[src/rtl/uart_aes_cmd_ctrl_if.sv]
// uart_aes_cmd_ctrl_if: receive-buffer, transmitter and AES-core signals seen by the command controller
interface uart_aes_cmd_ctrl_if #(
    parameter int FRAME_BYTES = 18
);
    logic                       frame_valid;
    logic [8*FRAME_BYTES-1:0]   frame_in;
    logic                       frame_rd;
    logic                       tx_busy;
    logic                       tx_trigger;
    logic [8*FRAME_BYTES-1:0]   tx_frame;
    logic [127:0]               aes_key;
    logic [127:0]               aes_text;
    logic                       aes_ld;
    logic                       aes_done;
    logic [127:0]               aes_result;

    modport master (
        input  frame_valid, frame_in, tx_busy, aes_done, aes_result,
        output frame_rd, tx_trigger, tx_frame, aes_key, aes_text, aes_ld
    );

    modport slave (
        output frame_valid, frame_in, tx_busy, aes_done, aes_result,
        input  frame_rd, tx_trigger, tx_frame, aes_key, aes_text, aes_ld
    );
endinterface

[src/rtl/uart_aes_cmd_ctrl.sv]
// uart_aes_cmd_ctrl: decodes UART command frames, drives the AES core and builds reply frames
module uart_aes_cmd_ctrl #(
    parameter int           FRAME_BYTES = 18,
    parameter logic [127:0] KEY_INIT    = 128'h0,
    parameter logic [127:0] TEXT_INIT   = 128'h0,
    parameter int           AES_TIMEOUT = 1024
) (
    input  logic                   clk,
    input  logic                   reset,
    uart_aes_cmd_ctrl_if.master    bus,
    output logic                   result_valid,
    output logic [7:0]             err_count
);
    localparam int W  = 8 * FRAME_BYTES;
    localparam int CW = $clog2(AES_TIMEOUT + 1);

    localparam logic [2:0] IDLE     = 3'd0;
    localparam logic [2:0] DECODE   = 3'd1;
    localparam logic [2:0] AES_WAIT = 3'd2;
    localparam logic [2:0] TX_SEND  = 3'd3;
    localparam logic [2:0] TX_HOLD  = 3'd4;

    logic [2:0]    state;
    logic [W-1:0]  frame;
    logic [127:0]  result;
    logic [CW-1:0] cnt;
    logic [7:0]    op;

    assign op = frame[7:0];

    // Pop the head frame in the same IDLE cycle it is latched; never while reset holds the FSM
    assign bus.frame_rd = !reset && state == IDLE && bus.frame_valid;

    // Command FSM: latch, decode, run AES with timeout, hand the reply to the transmitter
    always_ff @(posedge clk or posedge reset) begin
        if (reset) begin
            state          <= IDLE;
            frame          <= '0;
            result         <= '0;
            cnt            <= '0;
            result_valid   <= 1'b0;
            err_count      <= 8'd0;
            bus.tx_trigger <= 1'b0;
            bus.tx_frame   <= '0;
            bus.aes_key    <= KEY_INIT;
            bus.aes_text   <= TEXT_INIT;
            bus.aes_ld     <= 1'b0;
        end else begin
            bus.tx_trigger <= 1'b0;
            bus.aes_ld     <= 1'b0;
            case (state)
                IDLE: begin
                    if (bus.frame_valid) begin
                        frame <= bus.frame_in;
                        state <= DECODE;
                    end
                end
                DECODE: begin
                    state <= TX_SEND;
                    if (frame[W-1 -: 8] != op) begin
                        err_count    <= (err_count == 8'hff) ? err_count : err_count + 8'd1;
                        bus.tx_frame <= W'("ERR");
                    end else begin
                        case (op)
                            8'h41: bus.tx_frame <= W'("123456789012345678");
                            8'h43: begin
                                bus.aes_key  <= frame[8 +: 128];
                                bus.tx_frame <= W'("key updated");
                            end
                            8'h44: begin
                                bus.aes_text <= frame[8 +: 128];
                                bus.tx_frame <= W'("plaintext updated");
                            end
                            8'h45: begin
                                bus.aes_ld <= 1'b1;
                                cnt        <= '0;
                                state      <= AES_WAIT;
                            end
                            8'h40:   bus.tx_frame <= W'(result);
                            8'h61:   bus.tx_frame <= W'(bus.aes_key);
                            8'h62:   bus.tx_frame <= W'(bus.aes_text);
                            default: bus.tx_frame <= W'("?");
                        endcase
                    end
                end
                AES_WAIT: begin
                    cnt <= cnt + CW'(1);
                    if (bus.aes_done && !bus.aes_ld) begin
                        result       <= bus.aes_result;
                        result_valid <= 1'b1;
                        state        <= IDLE;
                    end else if (cnt == CW'(AES_TIMEOUT - 2)) begin
                        bus.tx_frame <= W'("TIMEOUT");
                        state        <= TX_SEND;
                    end
                end
                TX_SEND: begin
                    if (!bus.tx_busy) begin
                        bus.tx_trigger <= 1'b1;
                        state          <= TX_HOLD;
                    end
                end
                TX_HOLD: state <= IDLE;
                default: state <= IDLE;
            endcase
        end
    end
endmodule

[src/flat_wrapper.sv]
// flat-port wrapper written by rule: the top's interface ports become plain ports
module uart_aes_cmd_ctrl_flat 
#(
    parameter int           FRAME_BYTES = 18,
    parameter logic [127:0] KEY_INIT    = 128'h0,
    parameter logic [127:0] TEXT_INIT   = 128'h0,
    parameter int           AES_TIMEOUT = 1024
)
  (clk, reset, result_valid, err_count, bus_frame_valid, bus_frame_in, bus_tx_busy, bus_aes_done, bus_aes_result, bus_frame_rd, bus_tx_trigger, bus_tx_frame, bus_aes_key, bus_aes_text, bus_aes_ld);
  uart_aes_cmd_ctrl_if #(.FRAME_BYTES(FRAME_BYTES)) bus_i ();
  input  logic clk;
  input  logic reset;
  output logic result_valid;
  output logic [7:0] err_count;
  input wire logic [$bits(bus_i.frame_valid)-1:0] bus_frame_valid;
  input wire logic [$bits(bus_i.frame_in)-1:0] bus_frame_in;
  input wire logic [$bits(bus_i.tx_busy)-1:0] bus_tx_busy;
  input wire logic [$bits(bus_i.aes_done)-1:0] bus_aes_done;
  input wire logic [$bits(bus_i.aes_result)-1:0] bus_aes_result;
  output wire logic [$bits(bus_i.frame_rd)-1:0] bus_frame_rd;
  output wire logic [$bits(bus_i.tx_trigger)-1:0] bus_tx_trigger;
  output wire logic [$bits(bus_i.tx_frame)-1:0] bus_tx_frame;
  output wire logic [$bits(bus_i.aes_key)-1:0] bus_aes_key;
  output wire logic [$bits(bus_i.aes_text)-1:0] bus_aes_text;
  output wire logic [$bits(bus_i.aes_ld)-1:0] bus_aes_ld;
  assign bus_i.frame_valid = bus_frame_valid;
  assign bus_i.frame_in = bus_frame_in;
  assign bus_i.tx_busy = bus_tx_busy;
  assign bus_i.aes_done = bus_aes_done;
  assign bus_i.aes_result = bus_aes_result;
  assign bus_frame_rd = bus_i.frame_rd;
  assign bus_tx_trigger = bus_i.tx_trigger;
  assign bus_tx_frame = bus_i.tx_frame;
  assign bus_aes_key = bus_i.aes_key;
  assign bus_aes_text = bus_i.aes_text;
  assign bus_aes_ld = bus_i.aes_ld;
  uart_aes_cmd_ctrl #(.FRAME_BYTES(FRAME_BYTES), .KEY_INIT(KEY_INIT), .TEXT_INIT(TEXT_INIT), .AES_TIMEOUT(AES_TIMEOUT)) u_core (.clk(clk), .reset(reset), .bus(bus_i), .result_valid(result_valid), .err_count(err_count));
endmodule
[config.mk]
export PLATFORM = sky130hd
export DESIGN_NAME = uart_aes_cmd_ctrl_flat
export DESIGN_NICKNAME = d
export VERILOG_FILES = /design/src/rtl/uart_aes_cmd_ctrl_if.sv /design/src/rtl/uart_aes_cmd_ctrl.sv /design/src/flat_wrapper.sv
export SDC_FILE = /design/constraint.sdc
export NUM_CORES = 1
export LEC_CHECK = 0
export BUFFER_PORTS_ARGS = -buffer_cell sky130_fd_sc_hd__clkbuf_2
export CORE_AREA = 2 2 265 267
export CTS_BUF_LIST = sky130_fd_sc_hd__clkbuf_4
export CTS_CLUSTER_SIZE = 30
export DETAILED_ROUTE_END_ITERATION = 8
export DIE_AREA = 0 0 267 269
export GPL_TIMING_DRIVEN = 0
export PLACE_DENSITY_LB_ADDON = 0.3
export REMOVE_ABC_BUFFERS = 1
export SYNTH_ARGS = -nofsm -noshare
export SYNTH_HDL_FRONTEND = slang
export SYNTH_SLANG_ARGS = --single-unit
[constraint.sdc]
create_clock -name clk -period 29.7 [get_ports clk]
set_clock_uncertainty 0.05 [all_clocks]
set_input_delay 4.455 -clock clk [delete_from_list [all_inputs] [get_ports clk]]
set_output_delay 4.455 -clock clk [all_outputs]
set_load 0.02 [all_outputs]
==> results.md, run 1 <==
* Hold depth at 1
* Clk Latency, worst-skew pair at 1.02 ns
* Postcts setup bufs at 0
* EDFF count, synth at 0
* Pwr Density at around 80 nW/µm²
* Gate power share at between 20% and 30%
* Largest net degree at the start of global routing at 137
* Final Hold Fails at 0
* Sequential share of power at 45.8%
* Fmax at around 0.089 GHz
* Hold crit path type: reg2reg
* Slew Limit Fails at 0
* Dpl hpwl at 66300 µm
* Setup_tns at 0 ns
* Post-route ant nets at 0
* Hold endpoint: u_core.result_valid$_DFFE_PP0P_
* CP max FO at around 140
* Internal at 1.91 mW
* Mean Syn Cell Area at 14.5 µm²
* Worst Path Required at roughly 25 ns
* Total gr overflow at 0
* Post-Synthesis Cells at 1973
* Die Y at 269 µm
* Most frequent cells in the layout: dfrtp_1 (684), clkbuf_2 (679), mux2_2 (306)
* Final Setup Violations at 0
* Crit path capture type: output port
* Worst slew pin tran at around 1.3 ns
* Rows at 97
* Maximum root-to-sink buffer count at 3
* Most common cell after layout, fill and taps aside: dfrtp_1
* Net Sw Frac at around 33%
* Hold_sp: u_core.result_valid$_DFFE_PP0P_
* Num ports at a little under 700
* Max IR drop VDD at between 40 and 50 µV
* Post-route minimum period at roughly 11 ns
* Number of global-route vias before repair at around 22000
* R2R Path Start: u_core.frame[0]$_DFFE_PP0P_
* Clk root buf: clkbuf_4
* Reg clk slew, reported paths at around 0.06 ns
* CTS Sinks at about 680
* Sequential area share after synthesis at between 50% and 60%
* Htree depth at 4
* R2r endpoint: u_core.bus.tx_frame[75]$_DFFE_PP0P_
* Post-synth top flop: dfrtp_1
* Ratio of final minimum period to clock period at a little under two fifths
* DR WL/cell at between 20 and 30 µm
* Kind of critical path: in2out
* Placer congestion estimate at between 0.8 and 0.9
* Post-synth ARST share at 100%
* RSZ-0062 raised after global routing: false
* Post-synthesis register bit count at about 680
* DRT iter0 DRCs at about 1600
* Synthesized cell area at 28600 µm²
* Yosys warns at 0
* P&R area growth vs syn at 25.6%
* Switching pwr at slightly below 1 mW
* Routed vias/inst at 5.61
* Max-cap viol count at 0
* Nets@finish at ~3000
* Critical Path Source Type: primary input
* First-pass GRT wire length at between 100000 and 150000 µm
* Worst rel slew slack at approximately 10%
* CTS Buf Count at between 150 and 200
* Via count at around 21000
* DRC violations left at 0
* TritonCTS clock tree: built
* Distinct cell type count after synthesis at 69
* Reg area at 17100 µm²
* Initial antenna violation count at 15
* Clock power share at between 20 and 30%
* Hold Buf Count CTS at 0
* DRT Pass-1 Iters at 8
* Multi-input combinational cell area at around 10000 µm²
* Die Footprint at roughly 72000 µm²
* Port Buffers at roughly 680
* Critical path arrival at around 6.7 ns
* Total chip power at approximately 2.9 mW
* PostCTS Resize Cnt at 0
* Die Wd at 267 µm
* Number of fillers in the final layout at about 6100
* Core Box Area at ~69000 µm²
* Share of cells above drive strength 1 at between 40% and 50%
* Reg2Reg Depth at 9
* Reg2Reg Setup Slack at 25.21 ns
* Leakage at between 15 and 20 nW
* Routed WL at around 96000 µm
* Total track usage at around a quarter
* Effective utilization at floorplan at between 40% and 50%
* Status: completed
==> per-stage QoR <==
step,area [µm²],hold WS (ns),utilization (%),setup WS (ns),std cells
floorplan,27500,0.426,-,5.01,1815
CTS,35800,0.420,51.6,18.40,3803
finish,35900,0.417,51.8,18.52,3819
global route,35900,0.454,51.8,18.19,3819
global placement,32100,0.401,46.3,-0.265,3434
detailed placement,33400,0.410,48.3,18.42,3489
==> critical path, stage by stage <==
cell and delay (ns):
clkbuf_2 0.12, inv_8 0.41, buf_16 0.46, buf_16 0.52, and3_1 0.27, clkbuf_2 0.17
==> synthesized netlist by cell type (all sizes together) (4+ instances only) <==
master | n | share of area [%]
nor2 | 36 | 0.52
a211oi | 13 | 0.34
mux2 | 526 | 21
o31ai | 7 | 0.20
nand4 | 15 | 0.37
a22oi | 62 | 1.6
or3b | 4 | 0.12
buf | 121 | 3.2
dfrtp | 684 | 60
xnor2 | 12 | 0.37
a22o | 64 | 2.0
a221o | 8 | 0.28
a31oi | 4 | 0.088
a2bb2oi | 18 | 0.55
a221oi | 18 | 0.55
nor3 | 17 | 0.41
inv | 10 | 0.13
o2111ai | 8 | 0.25
nand2 | 18 | 0.24
xor2 | 12 | 0.37
clkbuf | 45 | 0.59
o2bb2ai | 69 | 2.1
o22ai | 17 | 0.37
and3 | 5 | 0.11
a222oi | 39 | 1.4
o21ai | 32 | 0.56
nand3 | 19 | 0.37
a21oi | 45 | 0.79
==> power groups by stage <==
stage          registers (mW)  logic [mW]  clock network, mW
5_1_grt                  1.34       0.769              0.910
2_1_floorplan            1.30       0.466                  0
4_1_cts                  1.31       0.719              0.860
6_report                 1.32       0.721              0.839
3_3_place_gp             1.31       0.715                  0
3_5_place_dp             1.33       0.716                  0
==> registers in the layout, indices dropped and copies added (netlist names) <==
name                   count
u_core.bus.tx_trigger      1
u_core.state               3
u_core.result_valid        1
u_core.bus.aes_ld          1
u_core.result            128
u_core.cnt                11
u_core.bus.aes_text      128
u_core.bus.tx_frame      131
u_core.bus.aes_key       128
u_core.frame             144
u_core.err_count           8
==> routing by layer <==
metal / GRT usage (%) / vias to the layer above / share of wire, %
li1: - / 9084 / -
met1: 32.2 / 11069 / 39
met2: 42.9 / 1009 / 50
met3: 6.42 / 263 / 6.9
met4: 13.4 / 2 / 4.4
met5: 0 / - / 0.011
==> how the worst max path moves through the flow <==
stage | start | depth (start not counted) | to | slack, ns
5_1_grt | reset | 6 | bus_frame_rd | 18.19
4_1_cts | reset | 6 | bus_frame_rd | 18.40
6_report | reset | 6 | bus_frame_rd | 18.52
3_5_place_dp | reset | 6 | bus_frame_rd | 18.42
2_1_floorplan | reset | 2 | bus_frame_rd | 5.01
3_3_place_gp | reset | 2 | u_core.bus.aes_key[47]$_DFFE_PP0P_ | -0.27
==> final cells by class <==
cell class	instances	share of cell area, %
flip-flops and latches	684	47.7
well taps	940	3.28
clock inverters	39	0.743
clock buffers	275	5.76
diodes	14	0.0977
inverters	10	0.126
repair buffers	736	13.1
multi-input cells	1121	29.2
==> cells by family after synthesis <==
group                      Yosys count  synth area share, %
xor gates and xnor gates            24                0.736
adders and majority gates            3                0.131
other                                1               0.0131
muxes                              526                 20.7
AOI/OAI and AO/OA                  419                 11.6
buffers and inverters              176                 3.89
DFF                                684                 59.9
and+or+nand+nor                    140                 2.95
Power figures use the tool's default switching activity.
==> run 2, diff against run 1 <==
==> constraint.sdc (replaced) <==
create_clock -name clk -period 9.9 [get_ports clk]
set_clock_uncertainty 0.05 [all_clocks]
set_input_delay 1.485 -clock clk [delete_from_list [all_inputs] [get_ports clk]]
set_output_delay 1.485 -clock clk [all_outputs]
set_load 0.02 [all_outputs]
==> results.md, run 2 (synthesized netlist as in run 1, its figures left out) <==
* Largest registers: u_core.frame: 144 flops, u_core.bus.tx_frame: 131 flops (unchanged)
* Largest register by flop count: u_core.frame (unchanged)
* CTS Buf Count at 182 (unchanged)
* Final Util at 51.8% (unchanged)
* Crit path capture type: output port (unchanged)
* Pwr Density at 241 nW/µm² (was 80.2 nW/µm²)
* Crit path cell chain: clkbuf_2 -> inv_8 -> buf_16 -> buf_16 -> and3_1 -> clkbuf_2 (unchanged)
* Routed WL at 95800 µm (about the same)
* Critical Path Source Type: primary input (unchanged)
* Worst slew pin tran at 1.32 ns (was 1.34 ns)
* Rows at 97 (unchanged)
* Worst rel slew slack at 11.7% (was 10.2%)
* Final Hold Fails at 0 (unchanged)
* Area post-placement at 33400 µm² (unchanged)
* Htree depth at 4 (unchanged)
* DRC violations left at 0 (unchanged)
* Buf/Inv on CP at 5 (unchanged)
* Routed vias/inst at 5.61 (about the same)
* Kind of critical path: in2out (unchanged)
* Port Buffers at 679 (unchanged)
* Post-route minimum period at approximately 5.2 ns
* TritonCTS clock tree: built (unchanged)
* Maximum root-to-sink buffer count at 3 (unchanged)
* Fmax at about 0.19 GHz
* PostCTS Resize Cnt at 0 (unchanged)
* Worst Path Required at 8.37 ns (was 25.19 ns)
* Most frequent cells in the layout: dfrtp_1 (684), clkbuf_2 (679), mux2_2 (306) (unchanged)
* P&R area growth vs syn at 25.6% (unchanged)
* CP max stage cell: buf_16 (unchanged)
* Number of global-route vias before repair at 22367 (was 22352)
* Via count at 21415 (was 21427)
* Most common cell after layout, fill and taps aside: dfrtp_1 (unchanged)
* First-pass GRT wire length at 141000 µm (about the same)
* Total track usage at 26.1% (about the same)
* CTS Sinks at 684 (unchanged)
* Max-cap viol count at 0 (unchanged)
* Inst Count DP at 3489 (unchanged)
* Slew Limit Fails at 0 (unchanged)
* RSZ-0062 raised after global routing: false (unchanged)
* Reg clk slew, reported paths at 0.06 ns (about the same)
* Critical Path Max Stage Delay at 0.51 ns (was 0.52 ns)
* Setup_tns at 0 ns (unchanged)
* Final worst slack at 4.65 ns (was 18.52 ns)
* Family with the most delay on the worst path: buffers and inverters (unchanged)
* Final Setup Violations at 0 (unchanged)
* Setup WS pre-CTS at 4.56 ns (was 18.42 ns)
* Leakage at 17.6 nW (unchanged)
* Max FFs per register at 144 (unchanged)
* DRT Pass-1 Iters at 9 (was 8)
* Clk root buf: clkbuf_4 (unchanged)
* Nets@finish at 3015 (unchanged)
* Core Box Area at 69300 µm² (unchanged)
* Share of cells above drive strength 1 at 48.1% (unchanged)
* Fin cells at 3819 (unchanged)
* Num ports at 689 (unchanged)
* Ratio of final minimum period to clock period at a little over half
* DRT iter0 DRCs at 1573 (was 1618)
* CP max FO at 136 (unchanged)
* Postcts setup bufs at 0 (unchanged)
* Dpl hpwl at 66300 µm (unchanged)
* DR WL/cell at 25.1 µm (about the same)
* Hold crit path type: reg2reg (unchanged)
* Die Footprint at 71800 µm² (unchanged)
* Clk Latency, worst-skew pair at 1.02 ns (about the same)
* Total gr overflow at 0 (unchanged)
* Effective utilization at floorplan at 41.2% (unchanged)
* Total chip power at 8.63 mW (was 2.88 mW)
* Initial antenna violation count at 14 (was 15)
* Critical path arrival at 3.71 ns (was 6.67 ns)
* Hold Buf Count CTS at 0 (unchanged)
* Max IR drop VDD at 137 µV (was 45.9 µV)
* Die Y at 269 µm (unchanged)
* Worst hold margin at 0.417 ns (about the same)
* Die Wd at 267 µm (unchanged)
* Placer congestion estimate at 0.839 (unchanged)
* Largest net degree at the start of global routing at 137 (unchanged)
* Post-route cell area at 35900 µm² (unchanged)
* Post-route ant nets at 0 (unchanged)
* Status: completed (unchanged)
-- run 2: cell counts in the layout (fill, tap and decap cells not counted) --
No cell type changed its count.
-- run 2: worst paths after layout --
check / start / endpoint / slack (ns) / cells past startpoint
worst max-delay path: reset / bus_frame_rd / 4.65 / 6
worst min-delay path: u_core.result_valid$_DFFE_PP0P_ / u_core.result_valid$_DFFE_PP0P_ / 0.42 / 1
worst max register to register: u_core.frame[0]$_DFFE_PP0P_ / u_core.bus.tx_frame[75]$_DFFE_PP0P_ / 5.38 / 9
worst min register to register: u_core.result_valid$_DFFE_PP0P_ / u_core.result_valid$_DFFE_PP0P_ / 0.42 / 1
max in group asynchronous: reset / u_core.bus.tx_frame[65]$_DFFE_PP0P_ / 7.11 / 5
min in group asynchronous: reset / u_core.bus.tx_frame[68]$_DFFE_PP0P_ / 0.48 / 2
-- run 2: layer usage --
layer / track usage [%] / part of all wire [%]
met4: 13.7 / 4.2
met5: 0 / 0.011
met1: 32.1 / 39
met3: 6.43 / 7.1
met2: 42.8 / 50
-- run 2: final cells by class --
class,instances,area [µm²]
Timing Repair Buffer,736,4690
Antenna cell,14,35.0
Sequential cell,684,17100
Clock buffer,275,2060
Inverter,10,45.0
Clock inverter,39,267
Multi-Input combinational cell,1121,10500
Tap cell,940,1180
Fill cell,6061,33400
-- run 2: power by group --
part           internal (mW)  switching, mW  total (mW)
combinational          0.995           1.17        2.17
clock                   1.30           1.22        2.52
sequential              3.45          0.503        3.95
total                   5.74           2.89        8.63
-- run 2: worst reg2reg max path: stages, from the launching register on --
cell and delay, ns:
dfrtp_1 1.10, nor2b_4 0.52, buf_12 0.25, nand3_2 0.18, o31a_1 0.54, buf_16 0.27, nor2_4 0.77, buf_12 0.30
buf_12 0.28, o2bb2ai_1 0.18
